**config.mk**
```make
export PLATFORM = sky130hd
export DESIGN_NAME = conv_ram_loader_flat
export DESIGN_NICKNAME = d
export VERILOG_FILES = /design/src/rtl/conv_ram_loader_if.sv /design/src/rtl/conv_ram_loader.sv /design/src/flat_wrapper.sv
export SDC_FILE = /design/constraint.sdc
export NUM_CORES = 1
export LEC_CHECK = 0
export ABC_AREA = 1
export CAP_MARGIN = 0
export CORE_MARGIN = 1.5
export CORE_UTILIZATION = 40
export DETAILED_ROUTE_END_ITERATION = 7
export GPL_TIMING_DRIVEN = 0
export PLACE_DENSITY = 0.68
export SYNTH_ARGS = -nofsm -noshare
export SYNTH_HDL_FRONTEND = slang
export SYNTH_SLANG_ARGS = --single-unit
export TNS_END_PERCENT = 20
```
**constraint.sdc**
```tcl
create_clock -name clk -period 4.15 [get_ports clk]
set_input_delay 1.245 -clock clk [delete_from_list [all_inputs] [get_ports clk]]
set_output_delay 1.245 -clock clk [all_outputs]
set_load 0.01 [all_outputs]
```
**src/rtl/conv_ram_loader_if.sv**
```systemverilog
// ---------------------------------------------------------------------------
// conv_ram_loader_if
// Purpose : valid/ready word stream feeding the conv RAM loader.
// Signals : s_valid  - producer has a word on s_data
//           s_ready  - consumer accepts the word this cycle
//           s_data   - stream word (DATA_W bits)
// Modports: master drives valid/data, slave drives ready.
// ---------------------------------------------------------------------------
interface conv_ram_loader_if #(
   parameter int DATA_W = 128
);
   logic              s_valid;
   logic              s_ready;
   logic [DATA_W-1:0] s_data;

   modport master (output s_valid, output s_data, input s_ready);
   modport slave  (input s_valid, input s_data, output s_ready);
endinterface

```
**src/rtl/conv_ram_loader.sv**
```systemverilog
// ---------------------------------------------------------------------------
// conv_ram_loader
// Purpose : multi-layer loader for the conv layer. Streams image words into
//           the image RAM and weight words into the weight RAM, fires a
//           convStart pulse, waits for convFinish and repeats per layer.
//           In image-reuse mode only weights are reloaded after layer 0.
// Ports   : clk, rst_n            clock / async active-low reset
//           start_i, abort_i      job start pulse / synchronous abort
//           cfg_*_i               job configuration, latched on start
//           s_if (slave)          input word stream
//           convFinish_i          conv layer done pulse
//           cnn_state_o           loader phase (IDLE=0 .. DONE=5)
//           convStart_o           one-cycle conv start pulse
//           W_o/H_o/C_o           latched dimensions
//           ramImage_*_o          image RAM write port
//           ramWeight_*_o         weight RAM write port
//           layer_idx_o           current layer, 0-based
//           cfg_err_o, done_o     rejected-start pulse / job-complete pulse
// ---------------------------------------------------------------------------
module conv_ram_loader #(
   parameter int DATA_W     = 128,
   parameter int IMG_AW     = 10,
   parameter int WT_AW      = 5,
   parameter int DIM_BITS   = 6,
   parameter int CH_BITS    = 5,
   parameter int LAYER_BITS = 3
) (
   input  logic                  clk,
   input  logic                  rst_n,
   input  logic                  start_i,
   input  logic                  abort_i,
   input  logic [DIM_BITS-1:0]   cfg_W_i,
   input  logic [DIM_BITS-1:0]   cfg_H_i,
   input  logic [CH_BITS-1:0]    cfg_C_i,
   input  logic [WT_AW:0]        cfg_wt_words_i,
   input  logic [LAYER_BITS-1:0] cfg_layers_i,
   input  logic                  cfg_reuse_img_i,
   conv_ram_loader_if.slave      s_if,
   input  logic                  convFinish_i,
   output logic [2:0]            cnn_state_o,
   output logic                  convStart_o,
   output logic [DIM_BITS-1:0]   W_o,
   output logic [DIM_BITS-1:0]   H_o,
   output logic [CH_BITS-1:0]    C_o,
   output logic                  ramImage_en_o,
   output logic                  ramImage_we_o,
   output logic [IMG_AW-1:0]     ramImage_addrW_o,
   output logic [DATA_W-1:0]     ramImage_din_o,
   output logic                  ramWeight_en_o,
   output logic                  ramWeight_we_o,
   output logic [WT_AW-1:0]      ramWeight_addrW_o,
   output logic [DATA_W-1:0]     ramWeight_din_o,
   output logic [LAYER_BITS-1:0] layer_idx_o,
   output logic                  cfg_err_o,
   output logic                  done_o
);

   typedef enum logic [2:0] {
      S_IDLE   = 3'd0,
      S_LD_IMG = 3'd1,
      S_LD_WT  = 3'd2,
      S_CSTART = 3'd3,
      S_WAIT   = 3'd4,
      S_DONE   = 3'd5
   } state_t;

   localparam int PROD_W  = 2 * DIM_BITS;
   localparam int IMG_CAP = 1 << IMG_AW;
   localparam int WT_CAP  = 1 << WT_AW;
   localparam logic [IMG_AW:0]       IMG_ONE = {{IMG_AW{1'b0}}, 1'b1};
   localparam logic [WT_AW:0]        WT_ONE  = {{WT_AW{1'b0}}, 1'b1};
   localparam logic [LAYER_BITS-1:0] LAY_ONE = {{(LAYER_BITS-1){1'b0}}, 1'b1};

   state_t                  state_q;
   logic [IMG_AW:0]         npix_q;
   logic [IMG_AW:0]         img_cnt_q;
   logic [WT_AW:0]          nwt_q;
   logic [WT_AW:0]          wt_cnt_q;
   logic [LAYER_BITS-1:0]   layers_q;
   logic [LAYER_BITS-1:0]   layer_q;
   logic                    reuse_q;
   logic                    conv_start_q;
   logic                    done_q;
   logic                    cfg_err_q;
   logic [DIM_BITS-1:0]     w_q;
   logic [DIM_BITS-1:0]     h_q;
   logic [CH_BITS-1:0]      c_q;
   logic                    img_wr_q;
   logic [IMG_AW-1:0]       img_addr_q;
   logic [DATA_W-1:0]       img_din_q;
   logic                    wt_wr_q;
   logic [WT_AW-1:0]        wt_addr_q;
   logic [DATA_W-1:0]       wt_din_q;

   logic [PROD_W-1:0]       pix_prod_d;
   logic                    cfg_ok_d;
   logic                    xfer_d;

   // ready is a pure decode of the registered state
   assign s_if.s_ready = (state_q == S_LD_IMG) || (state_q == S_LD_WT);

   // start validation and stream transfer detection
   always_comb begin
      pix_prod_d = PROD_W'(cfg_W_i) * PROD_W'(cfg_H_i);
      xfer_d     = s_if.s_valid & s_if.s_ready;
      // pixel count compared at full product width so 32x33 cannot alias
      cfg_ok_d   = (cfg_W_i != '0) && (cfg_H_i != '0) && (cfg_C_i != '0) &&
                   (cfg_wt_words_i != '0) && (cfg_layers_i != '0) &&
                   (int'(cfg_C_i) <= 32'sd16) &&
                   (int'(pix_prod_d) <= IMG_CAP) &&
                   (int'(cfg_wt_words_i) <= WT_CAP);
   end

   // loader FSM, counters and registered RAM write ports
   always_ff @(posedge clk or negedge rst_n) begin
      if (!rst_n) begin
         state_q      <= S_IDLE;
         npix_q       <= '0;
         img_cnt_q    <= '0;
         nwt_q        <= '0;
         wt_cnt_q     <= '0;
         layers_q     <= '0;
         layer_q      <= '0;
         reuse_q      <= 1'b0;
         conv_start_q <= 1'b0;
         done_q       <= 1'b0;
         cfg_err_q    <= 1'b0;
         w_q          <= '0;
         h_q          <= '0;
         c_q          <= '0;
         img_wr_q     <= 1'b0;
         img_addr_q   <= '0;
         img_din_q    <= '0;
         wt_wr_q      <= 1'b0;
         wt_addr_q    <= '0;
         wt_din_q     <= '0;
      end else begin
         conv_start_q <= 1'b0;
         done_q       <= 1'b0;
         cfg_err_q    <= 1'b0;
         img_wr_q     <= 1'b0;
         wt_wr_q      <= 1'b0;

         // an accepted word is always written, even in an abort cycle
         if (xfer_d && (state_q == S_LD_IMG)) begin
            img_wr_q   <= 1'b1;
            img_addr_q <= img_cnt_q[IMG_AW-1:0];
            img_din_q  <= s_if.s_data;
         end
         if (xfer_d && (state_q == S_LD_WT)) begin
            wt_wr_q   <= 1'b1;
            wt_addr_q <= wt_cnt_q[WT_AW-1:0];
            wt_din_q  <= s_if.s_data;
         end

         if (abort_i) begin
            state_q   <= S_IDLE;
            img_cnt_q <= '0;
            wt_cnt_q  <= '0;
            layer_q   <= '0;
         end else begin
            case (state_q)
               S_IDLE: begin
                  if (start_i) begin
                     if (cfg_ok_d) begin
                        w_q       <= cfg_W_i;
                        h_q       <= cfg_H_i;
                        c_q       <= cfg_C_i;
                        npix_q    <= (IMG_AW+1)'(pix_prod_d);
                        nwt_q     <= cfg_wt_words_i;
                        layers_q  <= cfg_layers_i;
                        reuse_q   <= cfg_reuse_img_i;
                        layer_q   <= '0;
                        img_cnt_q <= '0;
                        wt_cnt_q  <= '0;
                        state_q   <= S_LD_IMG;
                     end else begin
                        cfg_err_q <= 1'b1;
                     end
                  end
               end
               S_LD_IMG: begin
                  if (xfer_d) begin
                     if (img_cnt_q + IMG_ONE == npix_q) begin
                        img_cnt_q <= '0;
                        state_q   <= S_LD_WT;
                     end else begin
                        img_cnt_q <= img_cnt_q + IMG_ONE;
                     end
                  end
               end
               S_LD_WT: begin
                  if (xfer_d) begin
                     if (wt_cnt_q + WT_ONE == nwt_q) begin
                        wt_cnt_q     <= '0;
                        conv_start_q <= 1'b1;  // visible exactly while in CSTART
                        state_q      <= S_CSTART;
                     end else begin
                        wt_cnt_q <= wt_cnt_q + WT_ONE;
                     end
                  end
               end
               S_CSTART: begin
                  state_q <= S_WAIT;
               end
               S_WAIT: begin
                  if (convFinish_i) begin
                     if (layer_q == layers_q - LAY_ONE) begin
                        done_q  <= 1'b1;       // visible exactly while in DONE
                        state_q <= S_DONE;
                     end else begin
                        layer_q <= layer_q + LAY_ONE;
                        state_q <= reuse_q ? S_LD_WT : S_LD_IMG;
                     end
                  end
               end
               S_DONE: begin
                  state_q <= S_IDLE;
               end
               default: begin
                  state_q <= S_IDLE;
               end
            endcase
         end
      end
   end

   assign cnn_state_o       = state_q;
   assign convStart_o       = conv_start_q;
   assign done_o            = done_q;
   assign cfg_err_o         = cfg_err_q;
   assign W_o               = w_q;
   assign H_o               = h_q;
   assign C_o               = c_q;
   assign layer_idx_o       = layer_q;
   assign ramImage_en_o     = img_wr_q;
   assign ramImage_we_o     = img_wr_q;
   assign ramImage_addrW_o  = img_addr_q;
   assign ramImage_din_o    = img_din_q;
   assign ramWeight_en_o    = wt_wr_q;
   assign ramWeight_we_o    = wt_wr_q;
   assign ramWeight_addrW_o = wt_addr_q;
   assign ramWeight_din_o   = wt_din_q;

endmodule

```
**src/flat_wrapper.sv**
```systemverilog
// flat-port wrapper written by rule: the top's interface ports become plain ports
module conv_ram_loader_flat 
#(
   parameter int DATA_W     = 128,
   parameter int IMG_AW     = 10,
   parameter int WT_AW      = 5,
   parameter int DIM_BITS   = 6,
   parameter int CH_BITS    = 5,
   parameter int LAYER_BITS = 3
)
  (clk, rst_n, start_i, abort_i, cfg_W_i, cfg_H_i, cfg_C_i, cfg_wt_words_i, cfg_layers_i, cfg_reuse_img_i, convFinish_i, cnn_state_o, convStart_o, W_o, H_o, C_o, ramImage_en_o, ramImage_we_o, ramImage_addrW_o, ramImage_din_o, ramWeight_en_o, ramWeight_we_o, ramWeight_addrW_o, ramWeight_din_o, layer_idx_o, cfg_err_o, done_o, s_if_s_valid, s_if_s_data, s_if_s_ready);
  conv_ram_loader_if #(.DATA_W(DATA_W)) s_if_i ();
  input  logic clk;
  input  logic rst_n;
  input  logic start_i;
  input  logic abort_i;
  input  logic [DIM_BITS-1:0] cfg_W_i;
  input  logic [DIM_BITS-1:0] cfg_H_i;
  input  logic [CH_BITS-1:0] cfg_C_i;
  input  logic [WT_AW:0] cfg_wt_words_i;
  input  logic [LAYER_BITS-1:0] cfg_layers_i;
  input  logic cfg_reuse_img_i;
  input  logic convFinish_i;
  output logic [2:0] cnn_state_o;
  output logic convStart_o;
  output logic [DIM_BITS-1:0] W_o;
  output logic [DIM_BITS-1:0] H_o;
  output logic [CH_BITS-1:0] C_o;
  output logic ramImage_en_o;
  output logic ramImage_we_o;
  output logic [IMG_AW-1:0] ramImage_addrW_o;
  output logic [DATA_W-1:0] ramImage_din_o;
  output logic ramWeight_en_o;
  output logic ramWeight_we_o;
  output logic [WT_AW-1:0] ramWeight_addrW_o;
  output logic [DATA_W-1:0] ramWeight_din_o;
  output logic [LAYER_BITS-1:0] layer_idx_o;
  output logic cfg_err_o;
  output logic done_o;
  input wire logic [$bits(s_if_i.s_valid)-1:0] s_if_s_valid;
  input wire logic [$bits(s_if_i.s_data)-1:0] s_if_s_data;
  output wire logic [$bits(s_if_i.s_ready)-1:0] s_if_s_ready;
  assign s_if_i.s_valid = s_if_s_valid;
  assign s_if_i.s_data = s_if_s_data;
  assign s_if_s_ready = s_if_i.s_ready;
  conv_ram_loader #(.DATA_W(DATA_W), .IMG_AW(IMG_AW), .WT_AW(WT_AW), .DIM_BITS(DIM_BITS), .CH_BITS(CH_BITS), .LAYER_BITS(LAYER_BITS)) u_core (.clk(clk), .rst_n(rst_n), .start_i(start_i), .abort_i(abort_i), .cfg_W_i(cfg_W_i), .cfg_H_i(cfg_H_i), .cfg_C_i(cfg_C_i), .cfg_wt_words_i(cfg_wt_words_i), .cfg_layers_i(cfg_layers_i), .cfg_reuse_img_i(cfg_reuse_img_i), .s_if(s_if_i), .convFinish_i(convFinish_i), .cnn_state_o(cnn_state_o), .convStart_o(convStart_o), .W_o(W_o), .H_o(H_o), .C_o(C_o), .ramImage_en_o(ramImage_en_o), .ramImage_we_o(ramImage_we_o), .ramImage_addrW_o(ramImage_addrW_o), .ramImage_din_o(ramImage_din_o), .ramWeight_en_o(ramWeight_en_o), .ramWeight_we_o(ramWeight_we_o), .ramWeight_addrW_o(ramWeight_addrW_o), .ramWeight_din_o(ramWeight_din_o), .layer_idx_o(layer_idx_o), .cfg_err_o(cfg_err_o), .done_o(done_o));
endmodule
```
==> metrics <==
die outline area=38,500 µm²; worst hold slack after final layout=around 0.47 ns; synthesized area per cell=slightly below 10 µm²; Skew-Pair Late Insertion Delay=0.56 ns; RR Startpoint=u_core.cnn_state_o[0]$_DFFE_PN0P_; core outline area=around 37,000 µm²; data arrival time at the worst-slack endpoint=approximately 4.8 ns; post-detailed-route wirelength per cell=~19 µm; count of pins on the block boundary=about 460; starting density of the core=0.407; Die Y=between 150 and 200 µm; clock buffer count from CTS=39; part of the cycle the worst path needs=1.05; setup skew after layout=0.0321 ns; total of endpoints with negative setup slack in the final report=between 60 and 70; Synth Instances=between 1,500 and 2,000; clock tree from TritonCTS=yes; RR Endpoint=u_core.ramImage_din_o[94]$_DFFE_PN0P_; type of the setup path with the least slack=in2reg; Max Buffers Root-to-Sink=3; violations in the final reports=negative setup slack; final critical delay including setup and external delays=4.37 ns; number of flops mapped to enable cells by yosys=0; site row count=70; average vias per placed instance=around 4.9; portion of the post-synthesis area used by sequential elements=0.565; maximum VDD drop=roughly 0.44 mV; worst reg-to-reg setup slack=between 1.5 and 2 ns; Yosys Warn Count=0; CTS sink cnt=337; tightest slew margin relative to the limit=0.370; width of the die=196 µm; number of synthesized register bits=337; final HPWL from detailed placement=roughly 37,000 µm; flip-flop cell with the highest count after synthesis=dfrtp_1; endpoint of the worst setup timing path=u_core.img_cnt_q[3]$_DFFE_PN0P_; DRC=0; routability congestion estimate from global placement=around 0.89; count of buffers inserted at the top-level ports=about 450; launch point of the critical path=cfg_H_i[0]; growth of design area from synthesis to finish=48.7%; number of nets in the finished design=roughly 2,300; GRT Resource Usage Total=0.257; crit path capture type=flop; Via Count=12,500; pin slew with the least headroom to its limit=about 0.94 ns; count of hold-fix buffers inserted at cts=0; status=complete, but fails checks; top cell type's share of synthesized area=0.565; maximum number of pins on one net before global-route repair=between 100 and 150; global-route wire length before repair=about 75,000 µm; final setup slack of the worst path=-0.217 ns; Iter 0 DRT Violations=577; top cell type by total area after synthesis=dfrtp_1; startpoint class of the critical path=input pin; Fin Setup TNS=-9.74 ns; power per standard cell area=744 nW/µm²; Max Clk Rate=between 0.2 and 0.25 GHz; share of layout cells above drive strength 1=0.173; Overflow after GRT=0; max-cap viol count=0; Hold Crit Depth=2; final count of hold timing violations=0; worst min-delay path category=reg2reg; fillcell total=about 3,100; Static Leak=~11 nW; post-synthesis async set-or-reset flop share=1.00; setup repair after global routing missed its margin=true; TritonRoute pass-1 iters=6; H-tree levels=2; critical path peak fanout=5; cell area after synthesis=around 15,000 µm²; core utilization of the finished layout=0.605; number of slew-limit violations in the final report=0; clock tree root buffer cell=clkbuf_16; required time of the critical path=4.57 ns; vias in the first global route=between 10,000 and 15,000; number of antenna violations at the first check in global routing=8; sum of routed wire length over all layers=around 49,000 µm; number of routed nets with antenna violations=0; top post-synthesis cells by area=dfrtp_1 (56%), nand2_1 (16%), mux2_2 (10%); Cell variety after synth=30; net count after synthesis=around 1,800; Worst Reg2Reg Path Length in Cells=8; register clock-pin slew on the reported worst setup and hold paths=about 0.060 ns
[critical path, cell delays in order]
cell and delay (ns):
clkbuf_16 0.14, nand2_4 0.06, inv_2 0.03, fa_1 0.58, ha_4 0.22, fa_2 0.57, fa_2 0.47, nor2_2 0.14
nand3_2 0.11, nor2_4 0.12, nand3_2 0.08, nor2_2 0.14, nand3_2 0.12, nand2_4 0.11, nand3_4 0.10, nand2_4 0.11
nand3_4 0.13, buf_6 0.19, nand2_1 0.05, o21ai_1 0.06
[cells in the final DEF (no fill, tap or decap), types with 26 or more instances in the layout]
| cell | Yosys | routed |
|---|---|---|
| clkdlybuf4s50_1 | 0 | 448 |
| nand2_1 | 656 | 625 |
| nand3_1 | 48 | 40 |
| nand2_2 | 7 | 26 |
| dfrtp_1 | 337 | 337 |
| clkbuf_1 | 35 | 36 |
| clkbuf_16 | 0 | 47 |
| mux2_2 | 132 | 132 |
| nor2_1 | 49 | 44 |
| inv_1 | 112 | 101 |
[state kept, by name (all words and copies together), names as in the netlist]
name	count
u_core.img_cnt_q	11
u_core.ramImage_en_o	1
u_core.npix_q	11
u_core.cfg_err_o	1
u_core.W_o	6
u_core.done_o	1
u_core.ramImage_addrW_o	10
u_core.reuse_q	1
u_core.H_o	6
u_core.ramWeight_en_o	1
u_core.C_o	5
u_core.nwt_q	6
u_core.cnn_state_o	3
u_core.ramWeight_addrW_o	5
u_core.wt_cnt_q	6
u_core.ramWeight_din_o	128
u_core.ramImage_din_o	128
u_core.layers_q	3
u_core.convStart_o	1
u_core.layer_idx_o	3
[worst min-delay path by stage]
| stage | slack, ns | from | endpoint |
|---|---|---|---|
| floorplan | 0.44 | u_core.reuse_q$_DFFE_PN0P_ | u_core.reuse_q$_DFFE_PN0P_ |
| global placement | 0.45 | u_core.ramImage_din_o[103]$_DFFE_PN0P_ | u_core.ramImage_din_o[103]$_DFFE_PN0P_ |
| detailed placement | 0.46 | u_core.ramImage_din_o[53]$_DFFE_PN0P_ | u_core.ramImage_din_o[53]$_DFFE_PN0P_ |
| CTS | 0.47 | u_core.ramImage_din_o[53]$_DFFE_PN0P_ | u_core.ramImage_din_o[53]$_DFFE_PN0P_ |
| global route | 0.49 | u_core.ramImage_din_o[22]$_DFFE_PN0P_ | u_core.ramImage_din_o[22]$_DFFE_PN0P_ |
| finish | 0.47 | u_core.ramImage_din_o[1]$_DFFE_PN0P_ | u_core.ramImage_din_o[1]$_DFFE_PN0P_ |
[synthesized netlist by cell type, types with 2 or more instances]
| cell | instances |
|---|---|
| o21ai_0 | 24 |
| buf_4 | 2 |
| mux2_2 | 132 |
| ha_1 | 24 |
| nor2_2 | 5 |
| fa_1 | 17 |
| nand3_1 | 48 |
| buf_6 | 3 |
| buf_2 | 26 |
| nand3b_1 | 7 |
| nand3_2 | 3 |
| nor2_1 | 49 |
| o21ai_1 | 13 |
| nand2_1 | 656 |
| o21a_1 | 3 |
| or2_1 | 2 |
| xor2_1 | 11 |
| xnor2_1 | 5 |
| clkbuf_1 | 35 |
| o21ai_2 | 8 |
| nand2_2 | 7 |
| dfrtp_1 | 337 |
| inv_1 | 112 |
| a21oi_1 | 7 |
| nor2_4 | 6 |
| nand4_1 | 5 |
[cell families (layout without fill, tap and decap cells)]
logic type	count (synthesis)	count (layout)	share of synthesized area
flip-flops	337	337	0.565
AO/OA/AOI/OAI	56	56	0.0220
AND/OR/NAND/NOR	790	790	0.212
multiplexers	132	132	0.0996
XOR/XNOR	16	16	0.00939
adder cells (fa/ha/maj)	41	41	0.0429
other	0	5	0
buffers and inverters	179	726	0.0492
[cell type report]
type                       count  area [µm²]  share of cell area
antenna                        5        12.5            0.000564
buffer                        66         507              0.0228
clock buffer                  54        1110              0.0502
clock inverter                18         283              0.0127
inverter                     113         427              0.0192
multi-input combinational   1035        6090               0.274
sequential                   337        8430               0.380
tap                          468         586              0.0264
timing repair buffer         475        4750               0.214
[through the flow]
step           std cells  cell area (µm²)  power (W)  setup slack [ns]
6_report            2571            22200     0.0165            -0.217
5_1_grt             2571            22200     0.0174            -0.381
4_1_cts             2563            22100     0.0166           -0.0364
3_5_place_dp        2474            20300     0.0126             -1.39
3_3_place_gp        2472            20200     0.0125            -12.97
2_1_floorplan       1551            15100    0.00856            -0.430
[layer usage]
metal  GRT usage  up-vias  part of all wire
met2       0.449      396              0.50
met3      0.0717       90             0.068
met4      0.0866        2             0.028
met1       0.305     6114              0.40
met5           0        -           0.00030
li1            -     5915                 -
[what timing repair did]
| item | 4_1_cts | 5_1_grt |
|---|---|---|
| buffers inserted | 15 | 4 |
| endpoints found under the setup margin | 62 | 61 |
| gates cloned | 2 | 0 |
| resized for setup | 85 | 33 |
| pin swaps | 21 | 15 |
[where the power goes]
part,switching (W),internal (W),leakage (nW),total (W)
clock network,0.00142,0.00233,0.689,0.00374
logic,0.00343,0.00380,5.74,0.00724
registers,0.000814,0.00472,4.21,0.00554
No activity file was read; power rests on OpenSTA's default activity.
